$ cat config.mk
export PLATFORM = sky130hd
export DESIGN_NAME = mem_port_arbiter_rv32
export DESIGN_NICKNAME = d
export VERILOG_FILES = /design/src/rtl/mem_port_arbiter_rv32.sv
export SDC_FILE = /design/constraint.sdc
export NUM_CORES = 1
export LEC_CHECK = 0
export ABC_AREA = 0
export ABC_CLOCK_PERIOD_IN_PS = 2200
export CAP_MARGIN = 30
export CELL_PAD_IN_SITES_DETAIL_PLACEMENT = 0
export CELL_PAD_IN_SITES_GLOBAL_PLACEMENT = 1
export CORE_MARGIN = 2
export CORE_UTILIZATION = 28
export CTS_CLUSTER_DIAMETER = 100
export CTS_CLUSTER_SIZE = 16
export DETAILED_ROUTE_END_ITERATION = 10
export GPL_TIMING_DRIVEN = 1
export HOLD_SLACK_MARGIN = 0.1
export PLACE_DENSITY = 0.75
export SETUP_SLACK_MARGIN = 0.2
export SLEW_MARGIN = 25
export SYNTH_ARGS = -nofsm -noshare
export SYNTH_HDL_FRONTEND = slang
export SYNTH_SLANG_ARGS = --single-unit
export TNS_END_PERCENT = 5
$ cat constraint.sdc
create_clock -name iCLK -period 2.2 [get_ports iCLK]
set_input_delay 0.44 -clock iCLK [delete_from_list [all_inputs] [get_ports iCLK]]
set_output_delay 0.44 -clock iCLK [all_outputs]
set_load 0.01 [all_outputs]
$ cat src/rtl/mem_port_arbiter_rv32.sv
// Arbiter sharing one external memory port between instruction fetch and load/store.
// Optional ack-wait timeout is compiled in with `define ARB_TIMEOUT_EN.
module mem_port_arbiter_rv32 #(
    parameter int unsigned MAX_DM_BURST   = 4,
    parameter int unsigned TIMEOUT_CYCLES = 255
) (
    input  logic        iCLK,
    input  logic        iRST,
    input  logic        iIF_REQ,
    input  logic [31:0] iIF_ADDR,
    output logic        oIF_ACK,
    output logic [31:0] oIF_RDATA,
    input  logic        iDM_REQ,
    input  logic        iDM_RW,
    input  logic [31:0] iDM_ADDR,
    input  logic [31:0] iDM_WDATA,
    input  logic [3:0]  iDM_BE,
    output logic        oDM_ACK,
    output logic [31:0] oDM_RDATA,
    output logic        oMEM_REQ,
    output logic        oMEM_RW,
    output logic [31:0] oMEM_ADDR,
    output logic [31:0] oMEM_WDATA,
    output logic [3:0]  oMEM_BE,
    input  logic        iMEM_ACK,
    input  logic [31:0] iMEM_RDATA,
    output logic        oBUSY,
    output logic        oERR
);

    localparam int unsigned BURST_W = $clog2(MAX_DM_BURST + 1);

    typedef enum logic [1:0] {
        IDLE    = 2'd0,
        XFER_IF = 2'd1,
        XFER_DM = 2'd2,
        DONE    = 2'd3
    } stateT;

    stateT state;
    stateT stateNext;

    logic               memReq,   memReqNxt;
    logic               memRw,    memRwNxt;
    logic [31:0]        memAddr,  memAddrNxt;
    logic [31:0]        memWdata, memWdataNxt;
    logic [3:0]         memBe,    memBeNxt;
    logic               ifAck,    ifAckNxt;
    logic [31:0]        ifRdata,  ifRdataNxt;
    logic               dmAck,    dmAckNxt;
    logic [31:0]        dmRdata,  dmRdataNxt;
    logic               busy,     busyNxt;
    logic               err,      errNxt;
    logic [BURST_W-1:0] burstCnt, burstCntNxt;

    logic dmGrant;
    logic ifGrant;
    logic timeoutHit;

    // DM has priority unless fetch has already waited out a full DM burst
    assign dmGrant = (state == IDLE) && iDM_REQ &&
                     (!iIF_REQ || (burstCnt < BURST_W'(MAX_DM_BURST)));
    assign ifGrant = (state == IDLE) && !dmGrant && iIF_REQ;

`ifdef ARB_TIMEOUT_EN
    localparam int unsigned WAIT_W = $clog2(TIMEOUT_CYCLES + 1);

    logic [WAIT_W-1:0] waitCnt;

    // Fires on the wait cycle that would bring the counter to TIMEOUT_CYCLES
    assign timeoutHit = ((state == XFER_IF) || (state == XFER_DM)) && !iMEM_ACK &&
                        (waitCnt == WAIT_W'(TIMEOUT_CYCLES - 1));

    always_ff @(posedge iCLK) begin
        if (iRST) begin
            waitCnt <= '0;
        end else if (((state == XFER_IF) || (state == XFER_DM)) && !iMEM_ACK) begin
            waitCnt <= waitCnt + WAIT_W'(1);
        end else begin
            waitCnt <= '0;
        end
    end
`else
    localparam int unsigned unusedTimeoutCycles = TIMEOUT_CYCLES;

    assign timeoutHit = 1'b0;
`endif

    // State register
    always_ff @(posedge iCLK) begin
        if (iRST) begin
            state <= IDLE;
        end else begin
            state <= stateNext;
        end
    end

    // Next-state logic
    always_comb begin
        stateNext = state;
        case (state)
            IDLE: begin
                if (dmGrant) begin
                    stateNext = XFER_DM;
                end else if (ifGrant) begin
                    stateNext = XFER_IF;
                end
            end
            XFER_IF, XFER_DM: begin
                if (iMEM_ACK || timeoutHit) begin
                    stateNext = DONE;
                end
            end
            DONE:    stateNext = IDLE;
            default: stateNext = IDLE;
        endcase
    end

    // Next values of the registered outputs and burst counter
    always_comb begin
        memReqNxt   = memReq;
        memRwNxt    = memRw;
        memAddrNxt  = memAddr;
        memWdataNxt = memWdata;
        memBeNxt    = memBe;
        ifAckNxt    = ifAck;
        ifRdataNxt  = ifRdata;
        dmAckNxt    = dmAck;
        dmRdataNxt  = dmRdata;
        errNxt      = err;
        burstCntNxt = burstCnt;
        busyNxt     = (stateNext != IDLE);

        case (state)
            IDLE: begin
                if (dmGrant) begin
                    memReqNxt   = 1'b1;
                    memRwNxt    = iDM_RW;
                    memAddrNxt  = iDM_ADDR;
                    memWdataNxt = iDM_WDATA;
                    memBeNxt    = iDM_BE;
                    if (!iIF_REQ) begin
                        burstCntNxt = '0;
                    end else if (burstCnt != BURST_W'(MAX_DM_BURST)) begin
                        burstCntNxt = burstCnt + BURST_W'(1);
                    end
                end else if (ifGrant) begin
                    memReqNxt   = 1'b1;
                    memRwNxt    = 1'b1;
                    memAddrNxt  = iIF_ADDR;
                    memWdataNxt = 32'h0;
                    memBeNxt    = 4'hF;
                    burstCntNxt = '0;
                end
            end
            XFER_IF: begin
                if (iMEM_ACK) begin
                    memReqNxt  = 1'b0;
                    ifAckNxt   = 1'b1;
                    ifRdataNxt = iMEM_RDATA;
                end else if (timeoutHit) begin
                    memReqNxt  = 1'b0;
                    ifAckNxt   = 1'b1;
                    ifRdataNxt = 32'h0;
                    errNxt     = 1'b1;
                end
            end
            XFER_DM: begin
                if (iMEM_ACK) begin
                    memReqNxt = 1'b0;
                    dmAckNxt  = 1'b1;
                    if (memRw) begin
                        dmRdataNxt = iMEM_RDATA;
                    end
                end else if (timeoutHit) begin
                    memReqNxt  = 1'b0;
                    dmAckNxt   = 1'b1;
                    dmRdataNxt = 32'h0;
                    errNxt     = 1'b1;
                end
            end
            DONE: begin
                ifAckNxt = 1'b0;
                dmAckNxt = 1'b0;
                errNxt   = 1'b0;
            end
            default: begin
                memReqNxt = 1'b0;
            end
        endcase
    end

    // Output and counter registers
    always_ff @(posedge iCLK) begin
        if (iRST) begin
            memReq   <= 1'b0;
            memRw    <= 1'b1;
            memAddr  <= 32'h0;
            memWdata <= 32'h0;
            memBe    <= 4'h0;
            ifAck    <= 1'b0;
            ifRdata  <= 32'h0;
            dmAck    <= 1'b0;
            dmRdata  <= 32'h0;
            busy     <= 1'b0;
            err      <= 1'b0;
            burstCnt <= '0;
        end else begin
            memReq   <= memReqNxt;
            memRw    <= memRwNxt;
            memAddr  <= memAddrNxt;
            memWdata <= memWdataNxt;
            memBe    <= memBeNxt;
            ifAck    <= ifAckNxt;
            ifRdata  <= ifRdataNxt;
            dmAck    <= dmAckNxt;
            dmRdata  <= dmRdataNxt;
            busy     <= busyNxt;
            err      <= errNxt;
            burstCnt <= burstCntNxt;
        end
    end

    assign oMEM_REQ   = memReq;
    assign oMEM_RW    = memRw;
    assign oMEM_ADDR  = memAddr;
    assign oMEM_WDATA = memWdata;
    assign oMEM_BE    = memBe;
    assign oIF_ACK    = ifAck;
    assign oIF_RDATA  = ifRdata;
    assign oDM_ACK    = dmAck;
    assign oDM_RDATA  = dmRdata;
    assign oBUSY      = busy;
    assign oERR       = err;

endmodule
== Yosys cells after proc, flatten, opt, wreduce, memory -nomap -nowiden ==
Index checks and enable logic that the tools add are counted.

* Memories: 0
* Bits in registers: 142
* Output and inout bits: 138
* ROM bits: 0
* Bits in writable memories: 0
* Bits in latches: 0

* Multiply operators: 0
* Equality and inequality tests: 9
* Div/mod/pow operators: 0
* Bitwise logic cells: 0
* Order comparisons: 1
* $add $sub $neg: 1
* Multiplexer cells: 22
* Shift-type cells: 0
* Reduce and logical (&&, ||, !) cells: 21

{| class="wikitable"
|+ Operator list
! operator !! number
|-
| two-way mux 32 bit || 4
|-
| two-way mux 3 bit || 4
|-
| nonzero test 2 bit || 5
|-
| AND reduction 3 bit || 3
|-
| two-way mux 4 bit || 2
|-
| AND reduction 2 bit || 4
|-
| two-way mux 2 bit || 3
|-
| inequality test 3 bit (second input constant) || 2
|-
| one-hot mux 1 bit (2 select lines) || 3
|-
| one-hot mux 2 bit (3 select lines) || 1
|-
| two-way mux 1 bit || 5
|-
| == test 2 bit (second input constant) || 2
|-
| logical AND 1 bit || 4
|-
| inequality test 2 bit (second input constant) || 2
|-
| adder 3 x 1 -> 3 bit (second input constant) || 1
|-
| < comparator 3 bit (second input constant) || 1
|-
| inequality test 3 x 2 -> 1 bit (second input constant) || 1
|-
| == test 2 x 1 -> 1 bit (second input constant) || 1
|-
| logical NOT 1 bit || 2
|-
| logical NOT 2 bit || 1
|-
| inequality test 2 x 1 -> 1 bit (second input constant) || 1
|-
| OR reduction 2 bit || 1
|-
| logical OR 1 bit || 1
|}

== Logic depth before layout (Yosys ltp) ==
Gate-level depths: netlist (run 1).

* Depth in word-level cells: 10
* Depth in mapped cells: 9
* Depth with buffers taken out: 6

== Worst setup path after synthesis (run 1) ==
OpenSTA, ideal clock, no wires.

* Path kind: register to register
* From: register state[0]
* To: register memWdata[10] (netlist: oMEM_WDATA[10])
* Setup slack: 0.636 ns
* Stages on the path, launching flop included: 9
* Buffers on the path: 3
* Library setup time: 0.128 ns
* Data arrival time: 1.437 ns
* Period minus slack after synthesis: 1.564 ns
* Path through: dfxtp_1 inv_1 ha_1 buf_4 and3_4 buf_8 buf_2 a22oi_1 nor2_1

* Word-level cells in the longest chain between the ends: 8
* Elaborated cells between the ends (all ways): 9
* Classes of those cells: mux (1); reduce/logical (8)

{| class="wikitable"
|+ Ends and longest elaborated chain
! item !! RTL line !! source
|-
| start, declared || 40 || <nowiki>stateT state;</nowiki>
|-
| start signal, assigned || 94 || <nowiki>state <= stateNext;</nowiki>
|-
| logical NOT 2 bit * || 61, 63, 134 ||
|-
| logical AND 1 bit (2 in a row) || 61 || <nowiki>assign dmGrant = (state == IDLE) && iDM_REQ &&</nowiki>
|-
| logical NOT 1 bit || 63 || <nowiki>assign ifGrant = (state == IDLE) && !dmGrant && iIF_REQ;</nowiki>
|-
| logical AND 1 bit (2 in a row) || 63 ||
|-
| nonzero test 2 bit (no source line) || -- ||
|-
| AND reduction 2 bit (no source line) || -- ||
|-
| end signal, assigned || 212 || <nowiki>memWdata <= memWdataNxt;</nowiki>
|-
| end, declared || 46 || <nowiki>logic [31:0] memWdata, memWdataNxt;</nowiki>
|}

Mark *: on every way between the ends. The rest lies on a longest branch, timed or not.
A chain may end at the register's enable or synchronous reset.

== Worst setup path after layout (run 1) ==
* From: register memRw (netlist: oMEM_RW)
* To: output port oMEM_RW

{| class="wikitable"
|+ RTL lines
! item !! RTL line !! source
|-
| start, declared || 44 || <nowiki>logic memRw, memRwNxt;</nowiki>
|-
| start signal, assigned || 210 || <nowiki>memRw <= memRwNxt;</nowiki>
|-
| end, declared || 21 || <nowiki>output logic oMEM_RW,</nowiki>
|}

No word-level cell between the ends.

==> summary.txt, run 1 <==
Critical path
  – Startpoint types: flop
  – CP Max Fanout: 4
  – Worst EP arrival: 1430 ps
  – Critical Path Sink Type: output port
  – CP top delay family: buffers and inverters
  – CP Data Required Time: 1760 ps
  – Max stage delay on crit path: 600 ps
  – Bufs and invs on worst path: 1
  – WS Path Type: flop to output port
  – Slowest CP cell: clkdlybuf4s50_1
  – Critical path cell sequence: clkdlybuf4s50_1

Synthesis
  – Simple-gate share of the synthesized area: 0.201
  – Mux share of post-synthesis cell area: 0
  – Syn_nets: 798
  – Post-synthesis sequential area ratio: 0.510
  – Post-Syn Area: 5580 um2
  – XOR/XNOR share of the synthesized area: 0
  – Post-Synth Adder-Cell Area: 0.0157
  – Fraction of the mapped netlist area in compound gates: 0.209
  – YS warnings: 0
  – Synth Register Bits: 142
  – Avg Cell Area, Syn: 8.54 um2
  – Netlist cell types: 30
  – Largest family of logic cells by synthesized area: compound AO/OA/AOI/OAI gates
  – Post-Syn Instances: 653

Clock network
  – Cts repair resizes: 0
  – Clock sinks: 142
  – H-tree levels: 4
  – Hold_buf cts: 0
  – CTS buffer count: 17
  – Clk pin slew, worst setup/hold paths: 60 ps
  – Postcts setup bufs: 0
  – CTS max path bufs: 2
  – Worst-skew pair later-pin latency: 410 ps
  – Root Buffer Master: clkbuf_16
  – TritonCTS clock tree: done

Layout
  – Filler Cell Count: 1,951
  – Ant diodes: 0
  – Seq. cell area: 2840 um2
  – Most frequent cells in the layout: clkdlybuf4s50_1, nand2_1, dfxtp_1, nor2_1, a21oi_1
  – Most common cell after layout, fill and taps aside: clkdlybuf4s50_1
  – Area delta synth->final: 64.5%
  – Final Net Count: 1,053
  – Design area: 9180 um2
  – Final Util: 0.470
  – Layout cells sized above 1: 0.0912
  – Multi-input gate area: 2380 um2

GRT
  – Largest net degree at the start of global routing: 56
  – Total track usage: 0.168
  – Overflow after GRT: 0
  – First-pass GRT wire length: 28.5 mm
  – Initial antenna violation count: 1
  – Vias in the first global route: 5,233

Timing
  – Setup TNS: 0 ps
  – Final setup fails: 0
  – Final period utilization: 0.852
  – Post-route minimum period: 1870 ps
  – Setup Skew: 7.67 ps
  – RSZ-0062 raised after global routing: false
  – Final Max Tran Viols: 0
  – Max Freq: 533 MHz
  – Final hold vios: 0

Floorplan
  – Core region area: 19,500 um2
  – Area of the die: 21,100 um2
  – Initial Util: 0.286
  – Die height: 145 um
  – # IOs: 276
  – Row count: 51
  – Die Width: 145 um

Placed design
  – Final Wtd Congestion: 0.748
  – Post-DP HPWL: 12.2 mm
  – Post-Place Cell Area: 8570 um2
  – Port Buf Inserts: 274

Power and ir drop
  – Sw Ratio: 0.311
  – IR drop worst, VDD: 0.000531 V
  – Gate power share: 0.326
  – Clock share of power: 0.326
  – Power share of the sequential group: 0.348
  – Sw power: 2.83 mW
  – Pint: 6.28 mW
  – PwrDens: 992 nW/um2
  – P_leak: 3.34 nW

Routing
  – Post-DRT Antenna Nets: 0
  – Pre-antenna DRT Iters: 5
  – Starting DRT DRC Count: 239
  – WL final: 17.7 mm
  – Vias after detailed routing: 5,375
  – Vias per cell: 4.53
  – Residual DRC: 0
  – Wire length per cell: 14.9 um

Run status
  – Status: complete, no violations

Job
  – Max cap viols: 0

Hold path
  – Hold crit path type: input pin to flop
## flip-flops by register name (all words and copies together) (netlist names)
| register | count |
|---|---|
| oDM_RDATA | 32 |
| oMEM_ADDR | 32 |
| oMEM_RW | 1 |
| burstCnt | 3 |
| oMEM_BE | 4 |
| oDM_ACK | 1 |
| oMEM_WDATA | 32 |
| oIF_RDATA | 32 |
| oBUSY | 1 |
| oMEM_REQ | 1 |
| state | 2 |
| oIF_ACK | 1 |
## logic make-up (layout without fill, tap and decap cells)
| group | after synthesis | count (layout) |
|---|---|---|
| and+or+nand+nor | 288 | 288 |
| AOI/OAI and AO/OA | 152 | 152 |
| DFF | 142 | 142 |
| buffers and inverters | 63 | 331 |
| adders and majority gates | 7 | 7 |
| other | 1 | 1 |
## power groups by stage
| stage | Clock [mW] | Sequential, mW | Combinational (mW) |
|---|---|---|---|
| global route | 3.18 | 3.23 | 3.23 |
| CTS | 3.06 | 3.18 | 3.01 |
| floorplan | 0 | 3.39 | 1.43 |
| global placement | 0 | 3.22 | 2.99 |
| detailed placement | 0 | 3.22 | 3.00 |
| finish | 2.97 | 3.17 | 2.96 |
## routing by layer
metal	wire, um	GRT usage	share of wire
met3	1460	0.0657	0.082
met1	7740	0.207	0.44
met2	8180	0.271	0.46
met4	302	0.0549	0.017
met5	0	0	0
## layout make-up
| class | count | area share |
|---|---|---|
| multi-input cells | 448 | 0.260 |
| clock inverters | 13 | 0.0177 |
| well taps | 265 | 0.0361 |
| inverters | 7 | 0.00286 |
| clock buffers | 19 | 0.0483 |
| flip-flops and latches | 142 | 0.310 |
| repair buffers | 292 | 0.326 |
## synth_stat cells, drive strengths merged
master  number  area share
nand2      196        0.13
dfxtp      142        0.51
nor2        82       0.055
a21oi       73       0.066
a22oi       34       0.046
buf         33       0.043
a311oi      32       0.082
clkbuf      23       0.015
ha           7       0.016
inv          7      0.0047
o22ai        5      0.0056
o21ai        4      0.0043
nand2b       3      0.0034
nand3        3      0.0036
and3         2      0.0031
a21bo        1      0.0018
a32o         1      0.0018
and2         1      0.0011
conb         1     0.00067
nor3b        1      0.0013
o21a         1      0.0013
o32ai        1      0.0016
## metrics by stage
| stage | total power [mW] | hold WS, ps | cells | worst slack [ps] |
|---|---|---|---|---|
| after global placement | 6.21 | 442 | 1154 | 249 |
| final | 9.10 | 237 | 1186 | 325 |
| after detailed placement | 6.23 | 446 | 1154 | 207 |
| after global routing | 9.63 | 221 | 1186 | 249 |
| after CTS | 9.24 | 216 | 1186 | 280 |
| after floorplan | 4.82 | 481 | 653 | 636 |
## final timing paths
kind / start / end / slack [ps] / cells after the start
worst max-delay path: oMEM_RW / oMEM_RW / 330 / 1
worst min-delay path: iRST / oMEM_ADDR[16] / 240 / 2
worst max register to register: state[0] / oMEM_ADDR[30] / 470 / 7
worst min register to register: oDM_RDATA[2] / oDM_RDATA[2] / 450 / 2
No activity file was read; power rests on OpenSTA's default activity.
==> run 2: changes to the inputs <==
--- a/config.mk
+++ b/config.mk
@@ -11,13 +11,14 @@
 export CELL_PAD_IN_SITES_DETAIL_PLACEMENT = 0
 export CELL_PAD_IN_SITES_GLOBAL_PLACEMENT = 1
 export CORE_MARGIN = 2
-export CORE_UTILIZATION = 28
+export CORE_UTILIZATION = 29
+export CTS_BUF_LIST = sky130_fd_sc_hd__clkbuf_2 sky130_fd_sc_hd__clkbuf_4 sky130_fd_sc_hd__clkbuf_8
 export CTS_CLUSTER_DIAMETER = 100
 export CTS_CLUSTER_SIZE = 16
 export DETAILED_ROUTE_END_ITERATION = 10
 export GPL_TIMING_DRIVEN = 1
 export HOLD_SLACK_MARGIN = 0.1
-export PLACE_DENSITY = 0.75
+export PLACE_DENSITY = 0.78
 export SETUP_SLACK_MARGIN = 0.2
 export SLEW_MARGIN = 25
 export SYNTH_ARGS = -nofsm -noshare
==> run 2 against run 1 <==
  * Wire length is 0.35% lower
  * Worst hold slack better by 200 ps
  * Critical path type unchanged
  * Largest power group unchanged
  * Total power is 12% lower
  * Cell area decreased by 3.1%
  * First-iteration DRC count fell by 35%
  * Flip-flop and latch count unchanged
  * Highest routed layer unchanged
  * Global-route usage up 0.40 points
  * Final cell count fell by 2.7%
==> summary.txt, run 2 (synthesis gave the netlist of run 1 again) <==
Timing
  – Final period utilization: 0.852
  – Max Freq: 533 MHz
  – RSZ-0062 raised after global routing: false
  – Final setup fails: 0
  – Setup Skew: 11.9 ps
  – Setup ws final: 325 ps
  – Setup TNS: 0 ps
  – Final Max Tran Viols: 0
  – Post-route minimum period: 1880 ps
  – Final hold vios: 0

Clock network
  – Hold_buf cts: 0
  – CTS buffer count: 17
  – Postcts setup bufs: 0
  – Worst-skew pair later-pin latency: 450 ps
  – TritonCTS clock tree: done
  – Cts repair resizes: 0
  – Clock sinks: 142
  – Clk pin slew, worst setup/hold paths: 90 ps
  – H-tree levels: 4
  – Root Buffer Master: clkbuf_8
  – CTS max path bufs: 2

GRT
  – First-pass GRT wire length: 27.4 mm
  – Largest net degree at the start of global routing: 41
  – Overflow after GRT: 0
  – Vias in the first global route: 5,287
  – Total track usage: 0.172
  – Initial antenna violation count: 0

Critical path
  – Critical path cell sequence: clkdlybuf4s50_1
  – Worst reg2reg endpoint: oMEM_ADDR[3]
  – Bufs and invs on worst path: 1
  – Critical path depth in cells: 1
  – CP Data Required Time: 1760 ps
  – CP top delay family: buffers and inverters
  – Slowest CP cell: clkdlybuf4s50_1
  – CP Max Fanout: 4
  – WS Path Type: flop to output port
  – R2R Path Start: state[0]
  – R2R cell count: 6
  – CP Launch Point: oMEM_RW
  – Startpoint types: flop
  – CP Capture Point: oMEM_RW
  – Critical Path Sink Type: output port
  – Worst EP arrival: 1440 ps
  – Max stage delay on crit path: 620 ps
  – R2R Setup Slk: 410 ps

Hold path
  – Hold crit path type: input pin to flop

Run status
  – Status: complete, no violations

Power and ir drop
  – IR drop worst, VDD: 0.000371 V
  – PwrDens: 900 nW/um2
  – P_leak: 3.22 nW
  – Total Power: 8.00 mW

Layout
  – Final Net Count: 1,052
  – Area delta synth->final: 59.4%
  – Most frequent cells in the layout: clkdlybuf4s50_1, nand2_1, dfxtp_1, nor2_1, a21oi_1
  – Filler Cell Count: 1,847
  – Post-Layout Cell Count: 1,154
  – Ant diodes: 0
  – Most common cell after layout, fill and taps aside: clkdlybuf4s50_1
  – Layout cells sized above 1: 0.0913

Job
  – Max cap viols: 0

Floorplan
  – Core region area: 18,800 um2
  – Die Width: 143 um
  – Row count: 50
  – Initial Util: 0.297
  – Die height: 143 um
  – Area of the die: 20,400 um2
  – # IOs: 276

Routing
  – Residual DRC: 0
  – Pre-antenna DRT Iters: 4
  – Vias after detailed routing: 5,406
  – Vias per cell: 4.68
  – Wire length per cell: 15.3 um
  – WL final: 17.6 mm
  – Post-DRT Antenna Nets: 0
  – Starting DRT DRC Count: 156

Placed design
  – Cells after DPL: 1,122
  – Post-Place Setup Slack: 124 ps
  – Post-DP HPWL: 12.1 mm
  – Final Wtd Congestion: 0.797
  – Port Buf Inserts: 274
## run 2: cell types whose count changed in the layout (fill, tap and decap cells not counted), moves of 2 or more
cell | previous run | this run
clkbuf_16 | 17 | 0
clkbuf_8 | 1 | 18
bufinv_16 | 3 | 0
buf_4 | 10 | 8
clkbuf_4 | 0 | 2
clkinv_4 | 2 | 4
## run 2: final cells by class
class / count / area (um2) / share of cell area
clock inverter: 12 / 90.1 / 0.0101
tap: 234 / 293 / 0.0329
timing repair buffer: 291 / 2990 / 0.337
sequential: 142 / 2840 / 0.320
inverter: 7 / 26.3 / 0.00296
clock buffer: 20 / 263 / 0.0296
multi-input combinational: 448 / 2380 / 0.268
## run 2: per-layer routing
layer	GRT usage	routed length, um
met1	0.209	7600
met2	0.275	8070
met3	0.0587	1400
met4	0.0818	561
met5	0	0
## run 2: worst min-delay path by stage
stage,slack [ps],cells past startpoint,end,startpoint
2_1_floorplan,480,2,oDM_RDATA[0],oDM_RDATA[0]
3_3_place_gp,440,2,oIF_RDATA[12],oIF_RDATA[12]
3_5_place_dp,450,2,oDM_RDATA[18],oDM_RDATA[18]
4_1_cts,410,2,oIF_RDATA[10],iRST
5_1_grt,440,2,oDM_RDATA[11],iRST
6_report,440,2,oIF_RDATA[10],iRST
## run 2: metrics by stage
| stage | hold slack (ps) | area [um2] | util |
|---|---|---|---|
| final | 438 | 8890 | 0.474 |
| after global routing | 436 | 8890 | 0.474 |
| after CTS | 408 | 8890 | 0.474 |
| after detailed placement | 446 | 8540 | 0.455 |
| after global placement | 441 | 8540 | 0.455 |
| after floorplan | 481 | 5580 | - |
## run 2: where the power goes
| group | total (mW) | switching (mW) | internal, mW |
|---|---|---|---|
| Clock | 1.91 | 1.07 | 0.841 |
| Sequential | 3.17 | 0.205 | 2.96 |
| Combinational | 2.93 | 1.47 | 1.46 |
